$ cat src/rtl/memory_arbiter.sv
// ---------------------------------------------------------------------------
// memory_arbiter
//
// Shares the CPU's single external memory port between the instruction fetch
// requester and the data load/store requester. One transaction is granted at
// a time. When both requesters ask in the same cycle, the grant alternates
// (round-robin). A grant is held until the memory completes the transaction
// or the watchdog gives up on it. Completion, error and read data go back to
// the granted requester only.
//
// Ports:
//   clock, reset               rising-edge clock, asynchronous active-high reset
//   instruction_request        fetch request, held until ready/error
//   instruction_address        fetch address
//   instruction_ready/_error   one-cycle completion / watchdog-abort pulses
//   instruction_data           fetched word, valid with instruction_ready
//   data_request               load/store request, held until ready/error
//   data_write                 1 = store, 0 = load
//   data_address               load/store address
//   data_write_data            store data
//   data_byte_enable           store byte lanes
//   data_ready/_error          one-cycle completion / watchdog-abort pulses
//   data_read_data             load result, valid with data_ready
//   memory_request             transaction active on the memory port
//   memory_write               store when high
//   memory_address             latched address
//   memory_write_data          latched store data
//   memory_byte_enable         latched lanes, all ones for fetches and loads
//   memory_ready               memory completes the transaction this cycle
//   memory_read_data           read data, valid with memory_ready
// ---------------------------------------------------------------------------
module memory_arbiter #(
    parameter int ADDRESS_WIDTH  = 32,
    parameter int DATA_WIDTH     = 32,
    parameter int TIMEOUT_CYCLES = 255
) (
    input  logic                      clock,
    input  logic                      reset,

    input  logic                      instruction_request,
    input  logic [ADDRESS_WIDTH-1:0]  instruction_address,
    output logic                      instruction_ready,
    output logic                      instruction_error,
    output logic [DATA_WIDTH-1:0]     instruction_data,

    input  logic                      data_request,
    input  logic                      data_write,
    input  logic [ADDRESS_WIDTH-1:0]  data_address,
    input  logic [DATA_WIDTH-1:0]     data_write_data,
    input  logic [DATA_WIDTH/8-1:0]   data_byte_enable,
    output logic                      data_ready,
    output logic                      data_error,
    output logic [DATA_WIDTH-1:0]     data_read_data,

    output logic                      memory_request,
    output logic                      memory_write,
    output logic [ADDRESS_WIDTH-1:0]  memory_address,
    output logic [DATA_WIDTH-1:0]     memory_write_data,
    output logic [DATA_WIDTH/8-1:0]   memory_byte_enable,
    input  logic                      memory_ready,
    input  logic [DATA_WIDTH-1:0]     memory_read_data
);

    localparam int BYTE_WIDTH  = DATA_WIDTH / 8;
    localparam bit WATCHDOG_ON = (TIMEOUT_CYCLES > 0);
    // The counter only ever has to reach TIMEOUT_CYCLES, never wrap past it.
    localparam int COUNT_WIDTH = WATCHDOG_ON ? $clog2(TIMEOUT_CYCLES + 1) : 1;
    localparam logic [COUNT_WIDTH-1:0] TIMEOUT_LIMIT = COUNT_WIDTH'(TIMEOUT_CYCLES);
    localparam logic [COUNT_WIDTH-1:0] COUNT_ONE     = COUNT_WIDTH'(1);

    typedef enum logic [1:0] {
        IDLE,
        BUSY_INSTRUCTION,
        BUSY_DATA
    } state_t;

    typedef enum logic {
        GRANT_INSTRUCTION,
        GRANT_DATA
    } grant_t;

    state_t                  state;
    grant_t                  last_grant;
    logic [COUNT_WIDTH-1:0]  watchdog_count;

    logic busy;
    logic timed_out;
    logic grant_data;
    logic grant_instruction;

    // Arbitration and watchdog decisions. Data wins a tie whenever the
    // previous grant went to instruction fetch, and vice versa. A timeout is
    // only declared when memory_ready is absent, so a completion arriving on
    // the final allowed cycle is still honoured.
    always_comb begin
        busy              = (state != IDLE);
        timed_out         = WATCHDOG_ON && busy && !memory_ready &&
                            (watchdog_count == TIMEOUT_LIMIT);
        grant_data        = data_request &&
                            (!instruction_request || (last_grant == GRANT_INSTRUCTION));
        grant_instruction = instruction_request && !grant_data;
    end

    // Completion and abort pulses are steered to the owner of the current
    // grant. Read data is passed straight through to both requesters; only
    // the one seeing a ready pulse treats it as valid.
    always_comb begin
        instruction_ready = (state == BUSY_INSTRUCTION) && memory_ready;
        instruction_error = (state == BUSY_INSTRUCTION) && timed_out;
        data_ready        = (state == BUSY_DATA) && memory_ready;
        data_error        = (state == BUSY_DATA) && timed_out;
        instruction_data  = memory_read_data;
        data_read_data    = memory_read_data;
    end

    // Arbiter state machine. The request fields are captured once at grant
    // time into the memory_* registers and held there for the whole
    // transaction, so requesters need not keep them stable for the memory.
    // Leaving a busy state always passes through IDLE for one cycle, which
    // gives the finished requester time to drop its request before the next
    // arbitration.
    always_ff @(posedge clock or posedge reset) begin
        if (reset) begin
            state              <= IDLE;
            last_grant         <= GRANT_INSTRUCTION;
            watchdog_count     <= '0;
            memory_request     <= 1'b0;
            memory_write       <= 1'b0;
            memory_address     <= '0;
            memory_write_data  <= '0;
            memory_byte_enable <= '0;
        end else begin
            case (state)
                IDLE: begin
                    watchdog_count <= '0;
                    if (grant_data) begin
                        memory_request     <= 1'b1;
                        memory_write       <= data_write;
                        memory_address     <= data_address;
                        memory_write_data  <= data_write_data;
                        // Loads read whole words; lane selection is a store concern.
                        memory_byte_enable <= data_write ? data_byte_enable : {BYTE_WIDTH{1'b1}};
                        last_grant         <= GRANT_DATA;
                        state              <= BUSY_DATA;
                    end else if (grant_instruction) begin
                        memory_request     <= 1'b1;
                        memory_write       <= 1'b0;
                        memory_address     <= instruction_address;
                        memory_write_data  <= '0;
                        memory_byte_enable <= {BYTE_WIDTH{1'b1}};
                        last_grant         <= GRANT_INSTRUCTION;
                        state              <= BUSY_INSTRUCTION;
                    end
                end

                BUSY_INSTRUCTION,
                BUSY_DATA: begin
                    if (memory_ready || timed_out) begin
                        memory_request <= 1'b0;
                        watchdog_count <= '0;
                        state          <= IDLE;
                    end else if (WATCHDOG_ON) begin
                        watchdog_count <= watchdog_count + COUNT_ONE;
                    end
                end

                default: begin
                    memory_request <= 1'b0;
                    watchdog_count <= '0;
                    state          <= IDLE;
                end
            endcase
        end
    end

endmodule
$ cat config.mk
export PLATFORM = sky130hd
export DESIGN_NAME = memory_arbiter
export DESIGN_NICKNAME = d
export VERILOG_FILES = /design/src/rtl/memory_arbiter.sv
export SDC_FILE = /design/constraint.sdc
export NUM_CORES = 1
export LEC_CHECK = 0
export BUFFER_PORTS_ARGS = -buffer_cell sky130_fd_sc_hd__buf_4
export CAP_MARGIN = 5
export CORE_ASPECT_RATIO = 1.25
export CORE_MARGIN = 10
export CORE_UTILIZATION = 30
export CTS_BUF_LIST = sky130_fd_sc_hd__clkbuf_8
export DETAILED_ROUTE_END_ITERATION = 7
export HOLD_SLACK_MARGIN = 0.05
export PLACE_DENSITY = 0.68
export SKIP_LAST_GASP = 1
export SYNTH_ARGS = -nofsm -noshare
export SYNTH_HDL_FRONTEND = slang
export SYNTH_SLANG_ARGS = --single-unit
$ cat constraint.sdc
create_clock -name clock -period 2.45 [get_ports clock]
set_input_delay 0 -clock clock [delete_from_list [all_inputs] [get_ports clock]]
set_output_delay 0 -clock clock [all_outputs]
set_load 0.01 [all_outputs]
==> results.ini, run 1 <==
[place]
hpwl_um=8710
port_buffers=179
finalWeightedCongestion=0.778

[synthesis]
postSynthCellCount=356
synthDistinctLibCells=33
yosysSeqAreaShare_pct=51.5
syn_area_per_cell_sq_um=11.0
synth_top_flop_cell=dfrtp_1
ys_top_cells_by_count=dfrtp_1 (81), buf_4 (70), nand2_1 (36)
synth-edff-count=0
syn_nets=498
synth-seq-cells=81
yosysWarnings=0
yosysTopAreaCell=dfrtp_1
synth_most_common_cell=dfrtp_1
synth_area_sq_um=3930
synth_async_sr_flop_share_pct=100
synthTopCellsByArea=dfrtp_1 (52%), buf_4 (13%), mux2i_1 (8.1%), a22o_1 (7.1%), o21ai_1 (4.5%)
synth_top_area_share_pct=51.5

[clock_network]
clk_path_buf_depth=2
cts.sinks=81
post_cts_buffers=0
ctsResizeCount=0
numCtsBuffers=9
ctsRootBufferMaster=clkbuf_8
hold_buffers=129
htreeDepth=3

[run_status]
stop_error=[ERROR RSZ-0060] Max buffer count reached.
outcome=did not finish
failed_stage=clock tree synthesis

[floorplanning]
die_w_um=122
start_util_pct=30.8
io_pins=276
die_y_um=148
num_rows=46

-- logic make-up after synthesis --
family,share of synthesized area (%)
XOR/XNOR,0.668
AO/OA/AOI/OAI,14.5
buffers and inverters,16.0
multiplexers,8.15
AND/OR/NAND/NOR,7.92
adder cells (fa/ha/maj),1.27
flip-flops,51.5
-- metrics by stage --
stage               util [%]  area [sq um]  setup slack [ns]  hold slack (ns)  instances
detailed placement      38.8          4960             0.628         0.000102        626
global placement        38.8          4960             0.703         0.000102        626
floorplan                  -          3930             0.370           0.0495        356
==> inputs of run 2 (changes only) <==
--- a/config.mk
+++ b/config.mk
@@ -7,13 +7,10 @@
 export LEC_CHECK = 0
 export BUFFER_PORTS_ARGS = -buffer_cell sky130_fd_sc_hd__buf_4
 export CAP_MARGIN = 5
-export CORE_ASPECT_RATIO = 1.25
 export CORE_MARGIN = 10
-export CORE_UTILIZATION = 30
-export CTS_BUF_LIST = sky130_fd_sc_hd__clkbuf_8
+export CORE_UTILIZATION = 20
 export DETAILED_ROUTE_END_ITERATION = 7
-export HOLD_SLACK_MARGIN = 0.05
-export PLACE_DENSITY = 0.68
+export PLACE_DENSITY_LB_ADDON = 0.15
 export SKIP_LAST_GASP = 1
 export SYNTH_ARGS = -nofsm -noshare
 export SYNTH_HDL_FRONTEND = slang
==> run 2 against run 1 <==
- the flow now finishes, with violations (hold timing)
- synthesized cell count unchanged
- area after synthesis unchanged
==> results.ini, run 2 <==
[run_status]
outcome=finished with violations  ; was did not finish
violations=hold timing

[timing]
clock_skew_ns=0.00648
rsz0062_at_grt=no
setup_viol=0
min_period_ns=2.18
max-slew-margin-rel_pct=49.3
finalHoldViolations=1
clock.fmax_mhz=459
worst_hold_slack_ns=-0.00478
worst_pin_slew_ns=0.757
drv_slew=0
finalCritPeriodShare_pct=88.9
tns_ns=0

[synthesis]
synth-edff-count=0  ; unchanged
synthDistinctLibCells=33  ; unchanged
synth_top_flop_cell=dfrtp_1  ; unchanged
ys_top_cells_by_count=dfrtp_1 (81), buf_4 (70), nand2_1 (36)  ; unchanged
synth_async_sr_flop_share_pct=100  ; unchanged
yosysTopAreaCell=dfrtp_1  ; unchanged
postSynthCellCount=356  ; unchanged
synthTopCellsByArea=dfrtp_1 (52%), buf_4 (13%), mux2i_1 (8.1%), a22o_1 (7.1%), o21ai_1 (4.5%)  ; unchanged
syn_area_per_cell_sq_um=11.0  ; unchanged
synth_area_sq_um=3930  ; unchanged
synth_most_common_cell=dfrtp_1  ; unchanged
synth-seq-cells=81  ; unchanged
syn_nets=498  ; unchanged
yosysSeqAreaShare_pct=51.5  ; unchanged
yosysWarnings=0  ; unchanged
synth_top_area_share_pct=51.5  ; unchanged

[pwr]
power_density_nw_per_um2=1030
seqPwrFrac_pct=34.5
combinationalPowerShare_pct=43.3
internal_power_mw=4.38
p_total_mw=6.66
ir_drop_mv=0.444
p_sw_mw=2.28
clockPowerShare_pct=22.2
switching_share_pct=34.3
power.leakage_nw=3.07

[worst_setup_path]
r2r_slack_ns=0.47
worstSetupStartpointType=flip-flop
worstRegToRegCells=5
r2r-start=last_grant$_DFFE_PP0P_
path_cells=inv_1, ha_1, nand4b_1, or2_1, nor3b_1, buf_4
crit_path_max_fanout=8
criticalPathCategory=flip-flop to primary output
end_kind=primary output
crit_path_max_incr_delay_ns=0.39
path_delay_family=simple AND/OR/NAND/NOR gates
cp_num_buf_inv=2
cp_slowest_cell=dfrtp_1
critPathRequiredTime_ns=2.45
reg2reg_to=memory_address[27]$_DFFE_PP0P_
arrival_ns=2.18

[route]
routed_wirelength_um=12400
ant_nets=0
drt_iter0_drc=62
routed-via-count=3269
drc=0
drt_pass1_iterations=4
vias_per_cell=3.89
wl_per_cell_um=14.8

[clock_network]
ctsRootBufferMaster=clkbuf_16  ; was clkbuf_8
cts.sinks=81  ; unchanged
clock_latency_ns=0.33
post_cts_buffers=0  ; unchanged
tritoncts=done
hold_buffers=100  ; was 129
numCtsBuffers=9  ; unchanged
ctsResizeCount=0  ; unchanged
htreeDepth=3  ; unchanged
clk_path_buf_depth=2  ; unchanged
clk_pin_slew_ns=0.06

[floorplanning]
io_pins=276  ; unchanged
dieArea_sq_um=25700
core_sq_um=19400
die_w_um=160  ; was 122 um
die_y_um=160  ; was 148 um
num_rows=51  ; was 46
start_util_pct=20.3  ; was 30.8%

[global_route]
antenna_found_initial=0
grt_pass1_vias=3828
track_usage_pct=9.61
grt_pass1_wl_um=20100
overflow=0
grt_max_degree=51

[min_path]
hold_end=memory_address[26]$_DFFE_PP0P_
hp-class=primary input to flip-flop
min_path_cells=3
holdCritStartpoint=data_address[26]

[final_layout]
syn_to_final_growth_pct=63.6
final_common_cell=buf_4
final_cell_mix=buf_4 (183), dlygate4sd3_1 (101), dfrtp_1 (81)
largest_registers=memory_address x32, memory_write_data x32, watchdog_count x8
fin_util_pct=33.2
final_nets=713
insertedDiodeCount=0
drive_gt1_share_pct=35.8

[run]
max_cap_viol_count=0

[place]
finalWeightedCongestion=0.716  ; was 0.778
port_buffers=179  ; unchanged
hpwl_um=9170  ; was 8710 um

==> run 2: cell counts after synthesis <==
No cell type changed its count.
==> run 2: worst max-delay path by stage <==
stage / startpoint / endpoint / slack (ns) / depth (start not counted)
final: state[0]$_DFFE_PP0P_ / data_error / 0.27 / 6
after global routing: state[0]$_DFFE_PP0P_ / data_error / 0.11 / 6
after CTS: state[0]$_DFFE_PP0P_ / data_error / 0.24 / 6
after detailed placement: state[0]$_DFFE_PP0P_ / state[0]$_DFFE_PP0P_ / 0.58 / 5
after global placement: state[0]$_DFFE_PP0P_ / memory_request$_DFFE_PP0P_ / 0.67 / 5
after floorplan: reset / last_grant$_DFFE_PP0P_ / 0.37 / 1
==> run 2: power by group through the flow <==
| stage | combinational (mW) | sequential (mW) | clock [mW] |
|---|---|---|---|
| floorplan | 1.22 | 2.54 | 0 |
| global placement | 2.76 | 2.31 | 0 |
| detailed placement | 2.79 | 2.31 | 0 |
| CTS | 2.97 | 2.31 | 1.55 |
| global route | 3.18 | 2.39 | 1.61 |
| finish | 2.88 | 2.30 | 1.48 |
==> run 2: routing by layer <==
metal	up-vias	track usage, %	wire [um]
li1	1602	-	-
met1	1529	10.6	5080
met2	128	16.2	6270
met3	10	4.34	968
met4	0	3.01	100
met5	-	0	0
==> run 2: worst reg2reg max path, cell delays in order (launching register included) <==
cell and delay (ns):
dfrtp_1 0.40, a21boi_4 0.14, buf_4 0.39, mux2i_1 0.29, dlygate4sd3_1 0.58, o21ai_1 0.06
==> run 2: metrics by stage <==
stage	area [sq um]	instances	worst slack [ns]
3_3_place_gp	5090	724	0.673
2_1_floorplan	3930	356	0.370
6_report	6430	841	0.272
3_5_place_dp	5090	724	0.577
4_1_cts	6420	840	0.243
5_1_grt	6430	841	0.109
==> run 2: layout make-up <==
class / instances / area [sq um]
fillers: 2003 / 13000
repair buffers: 286 / 2420
flip-flops and latches: 81 / 2030
multi-input cells: 188 / 1300
well taps: 265 / 332
clock buffers: 10 / 239
clock inverters: 6 / 91.3
inverters: 5 / 20.0
==> run 2: cells by family (layout without fill, tap and decap cells) <==
group	Yosys count	in the layout	share of synthesized area [%]
xor+xnor	3	3	0.668
flops	81	81	51.5
fa+ha+maj	4	4	1.27
mux	32	32	8.15
compound gates	81	81	14.5
simple gates	68	68	7.92
buf+inv	87	307	16.0
(Power assumes the default switching activity.)
